`src/rtl/spi_burst_ram.sv`:
```
// spi_burst_ram: SPI-slave memory with opcode/address header and auto-incrementing, wrapping burst read/write.
// The SPI bit clock is clk; MISO and all state are registered on its rising edge.
module spi_burst_ram #(
   parameter int MEM_DEPTH  = 256,
   parameter int ADDR_WIDTH = 8,
   parameter int DATA_WIDTH = 8
) (
   input  logic clk,
   input  logic rst,
   input  logic SS_n,
   input  logic MOSI,
   output logic MISO,
   output logic busy,
   output logic err
);
   localparam int HW = ADDR_WIDTH + 2;
   localparam int SW = (HW > DATA_WIDTH ? HW : DATA_WIDTH) - 1;
   localparam int CW = $clog2(SW + 1) + 1;
   typedef enum logic [2:0] {IDLE, HDR, WDATA, TURN, RDATA, DROP} state_t;
   state_t state_q;
   logic [CW-1:0] cnt_q;
   logic [SW-1:0] sh_q;
   logic [ADDR_WIDTH-1:0] addr_q, wa_q, addr_nxt;
   logic [DATA_WIDTH-1:0] wd_q, rd_q;
   logic [DATA_WIDTH-1:0] mem [MEM_DEPTH];
   logic [HW-1:0] hdr;
   logic wp_q, miso_q, err_q, hdr_ok, rd_load, word_end;
   always_comb begin
      hdr = {sh_q[HW-2:0], MOSI};
      hdr_ok = !hdr[HW-1] && (32'(hdr[ADDR_WIDTH-1:0]) < MEM_DEPTH);
      addr_nxt = (addr_q == ADDR_WIDTH'(MEM_DEPTH - 1)) ? '0 : addr_q + 1'b1;
      rd_load = (state_q == RDATA) && (cnt_q == '0);
      word_end = cnt_q == CW'(DATA_WIDTH - 1);
   end
   // Pending write commits one edge late, even if SS_n rises then; rst drops it.
   always_ff @(posedge clk) begin
      if (wp_q && !rst) mem[wa_q] <= wd_q;
      if (state_q == TURN || rd_load) rd_q <= mem[addr_q];
   end
   always_ff @(posedge clk) begin
      if (rst) begin
         state_q <= IDLE;
         cnt_q <= '0;
         sh_q <= '0;
         addr_q <= '0;
         wa_q <= '0;
         wd_q <= '0;
         wp_q <= 1'b0;
         miso_q <= 1'b0;
         err_q <= 1'b0;
      end else begin
         wp_q <= 1'b0;
         miso_q <= 1'b0;
         if (SS_n) state_q <= IDLE;
         else case (state_q)
            IDLE: begin
               state_q <= HDR;
               sh_q <= SW'(MOSI);
               cnt_q <= CW'(1);
            end
            HDR: begin
               sh_q <= {sh_q[SW-2:0], MOSI};
               cnt_q <= cnt_q + 1'b1;
               if (cnt_q == CW'(HW - 1)) begin
                  cnt_q <= '0;
                  addr_q <= hdr[ADDR_WIDTH-1:0];
                  state_q <= !hdr_ok ? DROP : hdr[HW-2] ? TURN : WDATA;
                  if (!hdr_ok) err_q <= 1'b1;
               end
            end
            WDATA: begin
               sh_q <= {sh_q[SW-2:0], MOSI};
               cnt_q <= word_end ? '0 : cnt_q + 1'b1;
               if (word_end) begin
                  wp_q <= 1'b1;
                  wa_q <= addr_q;
                  wd_q <= {sh_q[DATA_WIDTH-2:0], MOSI};
                  addr_q <= addr_nxt;
               end
            end
            TURN: begin
               state_q <= RDATA;
               addr_q <= addr_nxt;
            end
            RDATA: begin
               cnt_q <= word_end ? '0 : cnt_q + 1'b1;
               // Load the prefetched word while fetching the next one
               if (rd_load) begin
                  sh_q <= SW'(rd_q[DATA_WIDTH-2:0]);
                  miso_q <= rd_q[DATA_WIDTH-1];
                  addr_q <= addr_nxt;
               end else begin
                  sh_q <= sh_q << 1;
                  miso_q <= sh_q[DATA_WIDTH-2];
               end
            end
            default: ;
         endcase
      end
   end
   assign MISO = miso_q;
   assign busy = state_q != IDLE;
   assign err = err_q;
endmodule

```
`config.mk`:
```
export PLATFORM = sky130hd
export DESIGN_NAME = spi_burst_ram
export DESIGN_NICKNAME = d
export VERILOG_FILES = /design/src/rtl/spi_burst_ram.sv
export SDC_FILE = /design/constraint.sdc
export NUM_CORES = 2
export LEC_CHECK = 0
export ABC_CLOCK_PERIOD_IN_PS = 6400
export BUFFER_PORTS_ARGS = -buffer_cell sky130_fd_sc_hd__buf_4
export CORE_UTILIZATION = 30
export CTS_CLUSTER_DIAMETER = 120
export DETAILED_ROUTE_END_ITERATION = 16
export GPL_ROUTABILITY_DRIVEN = 0
export SYNTH_ARGS = -nofsm -noshare
export SYNTH_HDL_FRONTEND = slang
export SYNTH_SLANG_ARGS = --single-unit
```
`constraint.sdc`:
```
create_clock -name clk -period 6.4 [get_ports clk]
set_input_delay 1.28 -clock clk [delete_from_list [all_inputs] [get_ports clk]]
set_output_delay 1.28 -clock clk [all_outputs]
set_load 0.05 [all_outputs]
```
## Word-level counts from Yosys, hierarchy flattened

Memories as Yosys holds them, arrays and structs flattened. A register that Yosys moved wholly into a read port is not among the register bits.
Index checks and enable logic that the tools add are counted.

| operators by class | value |
|---|---|
| add/subtract/negate cells | 2 |
| eq/ne operators | 10 |
| mux-type cells | 18 |
| bitwise operators | 3 |
| reductions and logical operators | 22 |

Operators with widths:

| kind | count |
|---|---|
| two-way mux 8 bit | 4 |
| case mux 8 bit (4 select lines) | 1 |
| case mux 9 bit (3 select lines) | 1 |
| case mux 5 bit (3 select lines) | 1 |
| nonzero test 3 bit | 4 |
| two-way mux 5 bit | 2 |
| two-way mux 9 bit | 1 |
| case mux 3 bit (3 select lines) | 1 |
| adder 8 x 1 -> 8 bit, second input constant | 1 |
| == test 8 bit, second input constant | 1 |
| == test 3 x 2 -> 1 bit, second input constant | 2 |
| two-way mux 3 bit | 2 |
| inequality test 2 bit, second input constant | 3 |
| AND reduction 2 bit | 3 |
| OR reduction 2 bit | 3 |
| OR reduction 3 bit | 2 |
| adder 5 x 1 -> 5 bit, second input constant | 1 |
| == test 5 x 3 -> 1 bit, second input constant | 1 |
| == test 5 x 4 -> 1 bit, second input constant | 1 |
| logical NOT 5 bit | 1 |
| two-way mux 1 bit | 5 |
| AND reduction 5 bit | 1 |
| AND reduction 4 bit | 1 |
| nonzero test 4 bit | 1 |
| other kinds (8) | 11 |

| storage, ports and cells | value |
|---|---|
| flip-flop bits (word level) | 44 |
| RAM bits | 2,048 |
| bits of input ports | 4 |
| logic and storage cells | 65 |
| memories | 1 |

Memories:

| memory | words | bits a word | read ports | clocked after memory_dff | write ports | RTL line | RTL |
|---|---|---|---|---|---|---|---|
| mem | 256 | 8 | 1 | 1 | 1 | 25 | `logic [DATA_WIDTH-1:0] mem [MEM_DEPTH];` |

## Depth between registers and ports, before layout

| logic depth | value |
|---|---|
| depth in word-level cells | 4 |
| gate-level depth with buffers | 13 |

## Worst setup path before layout

OpenSTA, ideal clock, no wires.

| timing | value |
|---|---|
| kind | reg2reg |
| start point | register wd_q[0] |
| end point | memory mem[0][0], data pin |
| library setup time | 856 ps |
| arrival | 3,397 ps |
| data required time | 5,544 ps |
| setup slack | 2,147 ps |
| stages on the path, launching flop included | 1 |
| clock period less this slack | 4,253 ps |
| cell sequence | dfxtp_1 |

RTL lines:

| what | RTL line | RTL |
|---|---|---|
| from (decl) | 24 | `logic [DATA_WIDTH-1:0] wd_q, rd_q;` |
| from (signal assigned) | 77 | `wd_q <= {sh_q[DATA_WIDTH-2:0], MOSI};` |
| to (decl) | 25 |  |

Straight into the memory's write port.

==> impl_metrics.csv <==
group,metric,value,unit
logic_synthesis,synth_commonest_cells,"2056 x edfxtp_1, 425 x mux4_2, 347 x nor2_1",
power,pwr_density_cell,288,nW/um2
die,dieArea,277000,um2
detailed_routing,routed_wl,214,mm
finish,layout.nets,4156,
logic_synthesis,synth_ff_type,"edfxtp_1",
die,coreArea,273000,um2
worst_setup_path,criticalPathCategory,"register to register",
clock_network,cts_buffers,206,
worst_setup_path,cp_slowest_cell,"o22ai_1",
grt,grt_overflow,0,
clock_network,clkTransAtPathRegs,0.06,ns
place,portBuffers,6,
detailed_routing,drt_first_pass_iters,8,
logic_synthesis,synth_seq_cells,2100,
power,peakVddDrop,0.287,mV
die,ios,7,
die,die_width,526,um
worst_setup_path,start_kind,"register",
power,combPwrFrac,0.1,%
clock_network,cts_setup_buffers,0,
logic_synthesis,synth_cell_types,67,
worst_setup_path,path_delay_family,"compound AO/OA/AOI/OAI gates",
sta,rsz0062_at_grt,"no",
worst_setup_path,critPathBufInv,2,
clock_network,insertion_delay,0.86,ns
detailed_routing,vias_per_cell,5.20,
clock_network,clockRootBuffer,"clkbuf_16",
sta,finalHoldViolCount,0,
sta,timing.fmax,235,MHz
die,placementRows,192,
worst_setup_path,endpoint_kind,"register",
grt,met1_usage,21.0,%
grt,grt_max_degree,218,
sta,fin_crit,4.25,ns
logic_synthesis,syn_avg_cell_area,20.1,um2
logic_synthesis,syn_area,82400,um2
sta,setup_viol,0,
detailed_routing,vias,41200,
die,initial_core_util,30.2,%
grt,gr-usage-met2,24.2,%
worst_setup_path,crit_chain,"nand2_4, buf_4, buf_4, o221ai_1, o22ai_1, nor2_1, o22ai_1, a211oi_1, nor3b_2",
detailed_routing,drtIter0Drc,4865,
finish,area_delta_synth_final,12.6,%
place,dpl.hpwl,127,mm
worst_setup_path,cp.arrival,4.85,ns
sta,worst-slew-pin-transition,1.50,ns
logic_synthesis,synth.area.top_cells,"edfxtp_1 75%, mux4_2 12%, mux2i_1 3.0%, nor2_1 1.6%, dfxtp_1 1.1%",
detailed_routing,wl_per_cell,27.1,um
power,seqPwrFrac,55.5,%
grt,first_global_vias,40900,
power,p_total,26.7,mW
detailed_routing,postRouteAntennaNets,0,
grt,busiest_layer,"met2",
logic_synthesis,synth_largest_area_cell,"edfxtp_1",
clock_network,holdBufCountCts,0,
sta,timing.slew.headroom,0.00115,%
grt,grt_pass1_wl,307,mm
clock_network,h-tree-depth,4,
grt,use_met3,3.09,%
place,pre_cts_ws,2.10,ns
sta,finalMaxSlewViolations,0,
logic_synthesis,synth.most_common_cell,"edfxtp_1",
logic_synthesis,synth_top_area_share,74.9,%
run_status,status,"finished clean",
power,swShare,19.6,%
detailed_routing,drc,0,
sta,final.setup.tns,0,ns
clock_network,cts_tree,"done",
finish,finalNonFillerCells,7916,
sta,setup_ws,2.15,ns
finish,fill_cells,25400,
clock_network,clkSinkCount,2100,
worst_setup_path,critPathRequiredTime,7.00,ns
worst_setup_path,cp_max_fo,35,
power,p_int,21.5,mW
finish,layout-drive-gt1-share,20.0,%
die,dieHeight,526,um
power,p_sw,5.25,mW
grt,antenna_found_initial,4,
flow_run,drv_cap,0,
worst_setup_path,slowest_delay,0.71,ns
power,p_leak,26.7,nW
finish,final_util,34.0,%
logic_synthesis,seq_area_frac_synth,76.0,%
power,clkPwrFrac,44.4,%
clock_network,cts_buffer_depth,3,
logic_synthesis,ys_warn_count,0,
sta,period_share,66.5,%
logic_synthesis,synthArstFlopShare,0,%
place,placed_cells,7529,
logic_synthesis,synthCells,4097,
logic_synthesis,synth_edf_count,2056,
sta,finClkSkew,0.0512,ns
grt,grtUsageTotal,15.2,%
logic_synthesis,syn-num-nets,4105,
clock_network,cts_resized,0,
worst_hold_path,min_path_type,"register to register",
## cell usage in the layout, fill, tap and decap left out, types with 6 or more instances in the layout
cell       count
buf_4         81
nor2b_1       20
a21oi_1      141
a211oi_1      17
nor3_1        13
nor3b_1        6
clkinv_1      40
a31oi_1       11
clkbuf_16    207
mux4_1        11
dfxtp_4       12
nor4_1         8
o221ai_1      75
clkinv_2      39
nand2_1      103
clkbuf_1      54
mux2i_1      243
diode_2        6
nor2_1       345
dfxtp_1       32
a22oi_1       71
nand4_1       15
o21ai_0       22
bufinv_16     15
mux4_2       425
buf_12        18
edfxtp_1    2056
o21ai_1        9
nand2b_1       7
nand3_1       43
mux2_2         8
o22ai_1       58
## layer usage
metal | vias up | share of wire (%)
met2 | 1830 | 47
met3 | 320 | 8.1
met5 | - | 0.0047
li1 | 17100 | -
met1 | 22000 | 42
met4 | 2 | 2.8
## logic make-up (layout without fill, tap and decap cells)
family | after synthesis | after routing | share of synthesized area [%]
mux | 687 | 687 | 15.0
other cells | 0 | 6 | 0
buf+inv | 264 | 488 | 2.15
simple gates | 598 | 598 | 3.17
compound gates | 444 | 444 | 3.65
fa+ha+maj | 4 | 4 | 0.0607
flops | 2100 | 2100 | 76.0
## final cells by class
type | instances | area [um2] | share of cell area, %
Multi-Input combinational cell | 1733 | 18100 | 19.5
Tap cell | 3589 | 4490 | 4.84
Inverter | 8 | 35.0 | 0.0377
Clock inverter | 115 | 1110 | 1.19
Timing Repair Buffer | 99 | 968 | 1.04
Antenna cell | 6 | 15.0 | 0.0162
Clock buffer | 266 | 5450 | 5.87
Sequential cell | 2100 | 62700 | 67.5
## power groups by stage
stage                     registers [mW]  clock network, mW  logic (mW)
after floorplan                     15.1                  0      0.0170
after CTS                           14.9               12.0      0.0248
after global routing                14.8               12.5      0.0274
after detailed placement            15.1                  0      0.0247
final                               14.9               11.9      0.0255
after global placement              15.1                  0      0.0248
## through the flow
step	cell area [um2]	hold WS [ns]
after floorplan	82400	0.458
after global placement	86300	0.470
after detailed placement	86300	0.476
after CTS	92800	0.491
after global routing	92800	0.520
final	92800	0.483
## sequential cells by signal (all words and copies together) (netlist names)
name,count
mem,2048
sh_q,9
addr_q,8
rd_q,8
wa_q,8
wd_q,8
cnt_q,5
state_q,3
MISO,1
err,1
wp_q,1
## final timing paths
| path | from | to | slack, ns | depth (start not counted) |
|---|---|---|---|---|
| worst max-delay path | addr_q[2] | rd_q[7] | 2.15 | 9 |
| worst min register to register | err | err | 0.48 | 2 |
| worst max register to register | addr_q[2] | rd_q[7] | 2.15 | 9 |
| worst min-delay path | err | err | 0.48 | 2 |
## tightest hold or removal path, cell delays in order, from the launching register on
cell     delay, ns
dfxtp_1       0.33
a31oi_1       0.05
nor2_1        0.07
No activity file was read; power rests on OpenSTA's default activity.
